File: src/rtl/cursor_ctrl_if.sv
// Relative-move channel from the mouse packet decoder into cursor_ctrl.
// The master drives signed deltas with valid; the slave answers with ready.
interface cursor_ctrl_if #(
  parameter int DW = 9
);
  logic [DW-1:0] dx;
  logic [DW-1:0] dy;
  logic          mv_valid;
  logic          mv_ready;

  modport master (output dx, output dy, output mv_valid, input mv_ready);
  modport slave  (input dx, input dy, input mv_valid, output mv_ready);
endinterface

File: src/rtl/cursor_ctrl.sv
// Cursor position sequencer: accumulates clamped relative moves into a working
// position and publishes it to the video generator once per frame at vsync fall.
module cursor_ctrl #(
  parameter logic [9:0] XMAX  = 10'd639,
  parameter logic [9:0] YMAX  = 10'd479,
  parameter logic [9:0] XINIT = 10'd320,
  parameter logic [9:0] YINIT = 10'd240,
  parameter int         DW    = 9
) (
  input  logic            vgaclk,
  input  logic            reset_b,
  cursor_ctrl_if.slave    mv,
  input  logic            recenter,
  input  logic            vsync,
  output logic [9:0]      xpt,
  output logic [9:0]      ypt,
  output logic            frame_upd
);

  typedef enum logic [1:0] {
    IDLE  = 2'd0,
    SUM   = 2'd1,
    CLAMP = 2'd2
  } state_t;

  state_t               state_r;
  logic [9:0]           wx_r;
  logic [9:0]           wy_r;
  logic [DW-1:0]        dx_r;
  logic [DW-1:0]        dy_r;
  logic signed [11:0]   sx_r;
  logic signed [11:0]   sy_r;
  logic                 dirty_r;
  logic                 edge_pend_r;
  logic                 vsync_q_r;
  logic                 recenter_pend_r;

  logic signed [11:0]   dx_ext_s;
  logic signed [11:0]   dy_ext_s;
  logic [9:0]           cx_s;
  logic [9:0]           cy_s;
  logic                 fall_s;
  logic                 commit_s;
  logic                 rc_s;
  logic                 ready_s;

  assign dx_ext_s = {{(12-DW){dx_r[DW-1]}}, dx_r};
  assign dy_ext_s = {{(12-DW){dy_r[DW-1]}}, dy_r};

  assign fall_s   = vsync_q_r & ~vsync;
  assign commit_s = (state_r == IDLE) & edge_pend_r;
  // A recenter seen this cycle or parked during a move both block the handshake.
  assign rc_s     = recenter | recenter_pend_r;
  assign ready_s  = reset_b & (state_r == IDLE) & ~commit_s & ~rc_s;

  assign mv.mv_ready = ready_s;

  // Clamp the signed x sum into the visible range.
  always_comb begin
    cx_s = sx_r[9:0];
    if (sx_r < 12'sd0) begin
      cx_s = 10'd0;
    end else if (sx_r > $signed({2'b00, XMAX})) begin
      cx_s = XMAX;
    end else begin
      cx_s = sx_r[9:0];
    end
  end

  // Clamp the signed y sum into the visible range.
  always_comb begin
    cy_s = sy_r[9:0];
    if (sy_r < 12'sd0) begin
      cy_s = 10'd0;
    end else if (sy_r > $signed({2'b00, YMAX})) begin
      cy_s = YMAX;
    end else begin
      cy_s = sy_r[9:0];
    end
  end

  // Move FSM, vsync edge tracking and per-frame commit of the working position.
  always_ff @(posedge vgaclk or negedge reset_b) begin
    if (!reset_b) begin
      state_r         <= IDLE;
      wx_r            <= XINIT;
      wy_r            <= YINIT;
      xpt             <= XINIT;
      ypt             <= YINIT;
      dx_r            <= '0;
      dy_r            <= '0;
      sx_r            <= 12'sd0;
      sy_r            <= 12'sd0;
      dirty_r         <= 1'b0;
      edge_pend_r     <= 1'b0;
      vsync_q_r       <= 1'b1;
      recenter_pend_r <= 1'b0;
      frame_upd       <= 1'b0;
    end else begin
      vsync_q_r   <= vsync;
      frame_upd   <= 1'b0;
      // A fresh fall on the commit edge must survive as a new pending commit.
      edge_pend_r <= fall_s | (edge_pend_r & ~commit_s);
      case (state_r)
        IDLE: begin
          if (commit_s) begin
            if (dirty_r) begin
              xpt       <= wx_r;
              ypt       <= wy_r;
              frame_upd <= 1'b1;
              dirty_r   <= 1'b0;
            end
            if (recenter) begin
              recenter_pend_r <= 1'b1;
            end
          end else if (rc_s) begin
            wx_r            <= XINIT;
            wy_r            <= YINIT;
            dirty_r         <= 1'b1;
            recenter_pend_r <= 1'b0;
          end else if (mv.mv_valid) begin
            dx_r    <= mv.dx;
            dy_r    <= mv.dy;
            state_r <= SUM;
          end
        end
        SUM: begin
          // Screen y grows downward, so an upward move subtracts.
          sx_r    <= $signed({2'b00, wx_r}) + dx_ext_s;
          sy_r    <= $signed({2'b00, wy_r}) - dy_ext_s;
          state_r <= CLAMP;
          if (recenter) begin
            recenter_pend_r <= 1'b1;
          end
        end
        CLAMP: begin
          wx_r    <= cx_s;
          wy_r    <= cy_s;
          dirty_r <= 1'b1;
          state_r <= IDLE;
          if (recenter) begin
            recenter_pend_r <= 1'b1;
          end
        end
        default: begin
          state_r <= IDLE;
        end
      endcase
    end
  end

endmodule

File: src/flat_wrapper.sv
// flat-port wrapper written by rule: the top's interface ports become plain ports
module cursor_ctrl_flat 
#(
  parameter logic [9:0] XMAX  = 10'd639,
  parameter logic [9:0] YMAX  = 10'd479,
  parameter logic [9:0] XINIT = 10'd320,
  parameter logic [9:0] YINIT = 10'd240,
  parameter int         DW    = 9
)
  (vgaclk, reset_b, recenter, vsync, xpt, ypt, frame_upd, mv_dx, mv_dy, mv_mv_valid, mv_mv_ready);
  cursor_ctrl_if #(.DW(DW)) mv_i ();
  input  logic vgaclk;
  input  logic reset_b;
  input  logic recenter;
  input  logic vsync;
  output logic [9:0] xpt;
  output logic [9:0] ypt;
  output logic frame_upd;
  input wire logic [$bits(mv_i.dx)-1:0] mv_dx;
  input wire logic [$bits(mv_i.dy)-1:0] mv_dy;
  input wire logic [$bits(mv_i.mv_valid)-1:0] mv_mv_valid;
  output wire logic [$bits(mv_i.mv_ready)-1:0] mv_mv_ready;
  assign mv_i.dx = mv_dx;
  assign mv_i.dy = mv_dy;
  assign mv_i.mv_valid = mv_mv_valid;
  assign mv_mv_ready = mv_i.mv_ready;
  cursor_ctrl #(.XMAX(XMAX), .YMAX(YMAX), .XINIT(XINIT), .YINIT(YINIT), .DW(DW)) u_core (.vgaclk(vgaclk), .reset_b(reset_b), .mv(mv_i), .recenter(recenter), .vsync(vsync), .xpt(xpt), .ypt(ypt), .frame_upd(frame_upd));
endmodule
File: config.mk
export PLATFORM = sky130hd
export DESIGN_NAME = cursor_ctrl_flat
export DESIGN_NICKNAME = d
export VERILOG_FILES = /design/src/rtl/cursor_ctrl_if.sv /design/src/rtl/cursor_ctrl.sv /design/src/flat_wrapper.sv
export SDC_FILE = /design/constraint.sdc
export NUM_CORES = 1
export LEC_CHECK = 0
export ABC_CLOCK_PERIOD_IN_PS = 2500
export BUFFER_PORTS_ARGS = -buffer_cell sky130_fd_sc_hd__clkbuf_2
export CORE_ASPECT_RATIO = 0.9
export CORE_MARGIN = 4
export CORE_UTILIZATION = 45
export CTS_BUF_LIST = sky130_fd_sc_hd__clkbuf_8
export CTS_CLUSTER_DIAMETER = 60
export DETAILED_ROUTE_END_ITERATION = 12
export GPL_TIMING_DRIVEN = 0
export PLACE_DENSITY = 0.69
export RECOVER_POWER = 100
export SYNTH_ARGS = -nofsm -noshare
export SYNTH_HDL_FRONTEND = slang
export SYNTH_SLANG_ARGS = --single-unit
File: constraint.sdc
create_clock -name vgaclk -period 2.5 [get_ports vgaclk]
set_clock_uncertainty 0.15 [all_clocks]
set_input_delay 0.375 -clock vgaclk [delete_from_list [all_inputs] [get_ports vgaclk]]
set_output_delay 0.375 -clock vgaclk [all_outputs]
set_load 0.05 [all_outputs]
## Yosys cells after proc, flatten, opt, wreduce, memory -nomap -nowiden

Cells that the tools add are included.

- Register bits: 89
- Bits in latches: 0
- Memory bits (writable): 0
- Memory bits (read-only): 0
- Output and inout port bits: 22
- Word-level logic and storage cells: 72
- Memories kept: 0

- Add/sub/neg operators: 2
- $mul: 0
- Divide/modulo/power cells: 0
- Order comparisons: 4
- Equality and inequality tests: 7
- Shifts and indexed selects: 0
- Muxes and demuxes: 24
- Bitwise logic cells: 11
- Reductions and logical operators: 10

Operators by type and width:

| kind | count |
|---|---|
| $mux 10 | 8 |
| $pmux 10 s2 | 2 |
| $lt 12x1->1 const B | 2 |
| $add 11x9->12 | 1 |
| $gt 12x10->1 const B | 1 |
| $gt 12x11->1 const B | 1 |
| $sub 11x9->12 | 1 |
| $reduce_and 3->1 | 3 |
| $mux 1 | 8 |
| $and 1x1->1 | 6 |
| $mux 2 | 3 |
| $ne 2x2->1 const B | 3 |
| $pmux 1 s2 | 2 |
| $pmux 2 s2 | 1 |
| $reduce_and 2->1 | 2 |
| $reduce_and 4->1 | 1 |
| $reduce_bool 2->1 | 2 |
| $ne 3x1->1 const B | 1 |
| $not 1->1 | 3 |
| $eq 2x1->1 const B | 1 |
| $eq 2x2->1 const B | 1 |
| $logic_not 2->1 | 1 |
| $ne 2x1->1 const B | 1 |
| $or 1x1->1 | 2 |
| $reduce_or 2->1 | 1 |

## Depth between registers and ports, before layout

- Word-level depth: 5
- Gate-level depth with buffers: 9
- Depth with buffers taken out: 8

## Worst setup path after synthesis

OpenSTA, ideal clock, no wires.

- Path type: register -> register
- Start point: register u_core.wx_r[0]
- End point: register u_core.sx_r[8]
- Library setup time: 0.125 ns
- Data arrival time: 1.866 ns
- Setup slack: 0.359 ns
- Stages on the path, launching flop included: 8
- Period minus slack after synthesis: 2.141 ns
- Path through: dfrtp_1 ha_1 fa_1 a211oi_2 o21ai_0 a41oi_1 xnor2_1 mux2_2

- Cells in the longest elaborated chain, start to end: 1

Ends and longest elaborated chain:

| what | RTL line | source |
|---|---|---|
| start: declaration | cursor_ctrl.sv:27 | `logic [9:0] wx_r;` |
| start signal: assignment | cursor_ctrl.sv:137 | `wx_r <= cx_s;` |
| $add 11x9->12 | cursor_ctrl.sv:129 | `sx_r <= $signed({2'b00, wx_r}) + dx_ext_s;` |
| end signal: assignment | cursor_ctrl.sv:129 |  |
| end: declaration | cursor_ctrl.sv:31 | `logic signed [11:0] sx_r;` |

Every way passes these cells.
A chain may end at the register's enable or synchronous reset.

## Final worst setup path

- Start point: input reset_b
- End point: output mv_mv_ready

- Cells in the longest elaborated chain, start to end: 3

Ends and longest elaborated chain:

| what | RTL line | source |
|---|---|---|
| start: declaration | flat_wrapper.sv:13 | `input logic reset_b;` |
| $and 1x1->1 (3 in a row) | cursor_ctrl.sv:54 | `assign ready_s = reset_b & (state_r == IDLE) & ~commit_s & ~rc_s;` |
| end: declaration | flat_wrapper.sv:22 | `output wire logic [$bits(mv_i.mv_ready)-1:0] mv_mv_ready;` |

Every way passes these cells.

==> results.toml <==
[power_and_ir_drop]
power_density_nw_per_um2 = 1469
p_leak_nw = 2.373
ir_drop_mv = 0.6764

[setup_path]
reg2reg_depth = 6
reg2reg_to = "u_core.wx_r[8]"
endpoint_kind = "output port"
required_ps = 1980
crit_arrival_ps = 1830
cp-start-kind = "input port"
timing.rr.start = "u_core.state_r[0]"
reg2reg_slack_ps = 200
critical_path_class = "input port to output port"
crit_fanout = 56

[global_routing]
busiest_layer = "met2"
grt_pass1_wl_um = 17910
grt_start_max_net_pins = 57
track_usage = 0.1900
antenna_found_initial = 0
grt-ovfl-total = 0
globalRouteMet3Util = 0.04828
grt_use_met1 = 0.2446
use_met2 = 0.3136
grt_pass1_vias = 3515

[timing]
rsz0062_at_grt = "false"
setup_viol = 0
relSlewSlack = 0.5424
worstMarginPinSlew_ps = 686.5
drv_slew = 0
fin_crit_sh = 0.9428
setup_slack_ps = 142.9
max_freq_mhz = 424.2
hold_viol = 0
fin_crit_ps = 2357

[clocking]
post_cts_buffers = 0
numCtsBuffers = 9
clkSlewWorstSetupHoldPaths_ps = 90
cts.sinks = 89
cts-root-buf = "clkbuf_8"
worst_skew_pair.late_latency_ps = 370
cts_tree = "built"
cts-htree-levels = 3
cts.path.max_buffers = 2

[final_layout]
area_growth_pct = 12.74
stdcell_area_sq_um = 5250
layoutNonFillerInstCount = 609
nets = 530
fill_cells = 912
final_common_cell = "dfrtp_1"
drive_above_1_share = 0.2567
layout_common_cells = "dfrtp_1 (76), mux2_2 (45), o21ai_0 (37), clkbuf_1 (29), nand2_1 (28)"
diodes = 0

[floorplan]
rows = 34
boundaryPins = 45
dieArea_sq_um = 12040
fp.dieW_um = 115.2
start_util = 0.4719
coreArea_sq_um = 9869
die_y_um = 104.5

[hold_path]
hold_depth = 2
min_to = "u_core.dy_r[0]"
min-delay-start = "mv_dy[0]"
hold_path_class = "input port to flip-flop"

[synthesis]
yosysSeqAreaShare = 0.4817
syn_avg_cell_area_sq_um = 11.14
synthCells = 418
synthArstFlopShare = 1.000
synth_edf_count = 0
syn_nets = 470
yosys_most_used_dff = "dfrtp_1"
synth_seq_cells = 89
synthesis.area_sq_um = 4657
post_synth_num_cell_types = 62
ys_warn_count = 0

[placement]
dp_cells = 589
port_buffers = 44
dpl.hpwl_um = 7527
dp_slack_ps = 132.7
gp_congestion = 0.8818
place_area_sq_um = 5065

[detailed_routing]
final_antenna_net_count = 0
wire_per_inst_um = 17.27
num_vias = 3389
via_per_inst = 5.565
drc = 0
dr.pass1.iters = 4
routed_wl_um = 10520
drt_iter0_drc = 199

[status]
status = "complete, no violations"

[job]
drv_cap = 0
-- through the flow --
| stage | utilization | hold slack, ps | setup TNS [ps] | total power, W |
|---|---|---|---|---|
| 3_3_place_gp | 0.5101 | 306.2 | -9059 | 0.006739 |
| 2_1_floorplan | - | -70.59 | 0 | 0.005835 |
| 5_1_grt | 0.5319 | 71.81 | 0 | 0.008354 |
| 3_5_place_dp | 0.5132 | 252.2 | 0 | 0.006871 |
| 6_report | 0.5319 | 77.71 | 0 | 0.007710 |
| 4_1_cts | 0.5358 | 64.44 | 0 | 0.007805 |
-- report_power, final --
part / internal (W) / switching, W / total (W) / leakage [nW]
registers: 0.00212 / 0.000455 / 0.00258 / 1.10
logic: 0.00170 / 0.00254 / 0.00424 / 1.18
clock network: 0.000381 / 0.000517 / 0.000898 / 0.0932
-- synth_stat cells (all sizes together) (4+ instances only) --
cell type  instances  area share
a211oi             7       0.015
a21o               9       0.015
a21oi             13       0.015
a31oi              6      0.0081
and3               4      0.0054
buf                7      0.0073
clkbuf             8      0.0064
dfrtp             76        0.41
dfstp             13       0.073
ha                27       0.073
inv               24       0.019
mux2              45        0.11
mux2i              4      0.0086
nand2             29       0.024
nand3             11       0.014
nor2              27       0.022
nor2b              6      0.0081
o211ai             4      0.0064
o21ai             37       0.040
o31ai              4       0.013
xnor2              7       0.013
xor2               4      0.0075
-- what timing repair did --
action                                  in CTS  in global routing
hold buffers                                 4                  0
endpoints found under the hold margin       27                  0
gates resized for setup                      0                  6
endpoints found under the setup margin       0                 10
-- how the worst max path moves through the flow --
stage,start,endpoint,depth (start not counted)
after CTS,u_core.state_r[1],u_core.sx_r[10],7
after detailed placement,u_core.state_r[1],u_core.sx_r[10],7
final,reset_b,mv_mv_ready,5
after global placement,reset_b,mv_mv_ready,3
after floorplan,u_core.wx_r[0],u_core.sx_r[8],7
after global routing,u_core.state_r[0],u_core.wy_r[0],6
-- final cells by class --
cell class / count / area [sq um] / area share
clock inverter: 6 / 35.03 / 0.006673
inverter: 24 / 90.09 / 0.01716
timing repair buffer: 49 / 272.8 / 0.05195
clock buffer: 10 / 137.6 / 0.02622
multi-input combinational: 290 / 2247 / 0.4280
tap: 126 / 157.7 / 0.03003
sequential: 89 / 2243 / 0.4273
buffer: 15 / 66.31 / 0.01263
-- flip-flops by register name, summed over array words and instances (netlist names), 2 cells and up --
name            flops
u_core.state_r      2
u_core.sx_r        12
u_core.wy_r        10
u_core.xpt         10
u_core.ypt         10
u_core.dx_r         9
u_core.sy_r        12
u_core.wx_r        10
u_core.dy_r         9
-- worst max-delay path, cell delays in order --
cell           delay (ps)
dlygate4sd3_1         540
clkbuf_4              160
buf_16                250
and3_1                200
clkbuf_2              270
-- per-layer routing --
layer	vias to the layer above	wire [um]
met1	1668	4633
met2	72	5209
met4	0	251
met5	-	0
met3	25	420
li1	1624	-
-- kinds of logic (layout without fill, tap and decap cells) --
kind of cell / after synthesis / after routing / synth area share
adder cells (fa/ha/maj): 29 / 29 / 0.08114
AND/OR/NAND/NOR: 94 / 94 / 0.09834
multiplexers: 49 / 49 / 0.1174
AO/OA/AOI/OAI: 107 / 107 / 0.1677
XOR/XNOR: 11 / 11 / 0.02069
buffers and inverters: 39 / 104 / 0.03305
flip-flops: 89 / 89 / 0.4817
(Power assumes the default switching activity.)
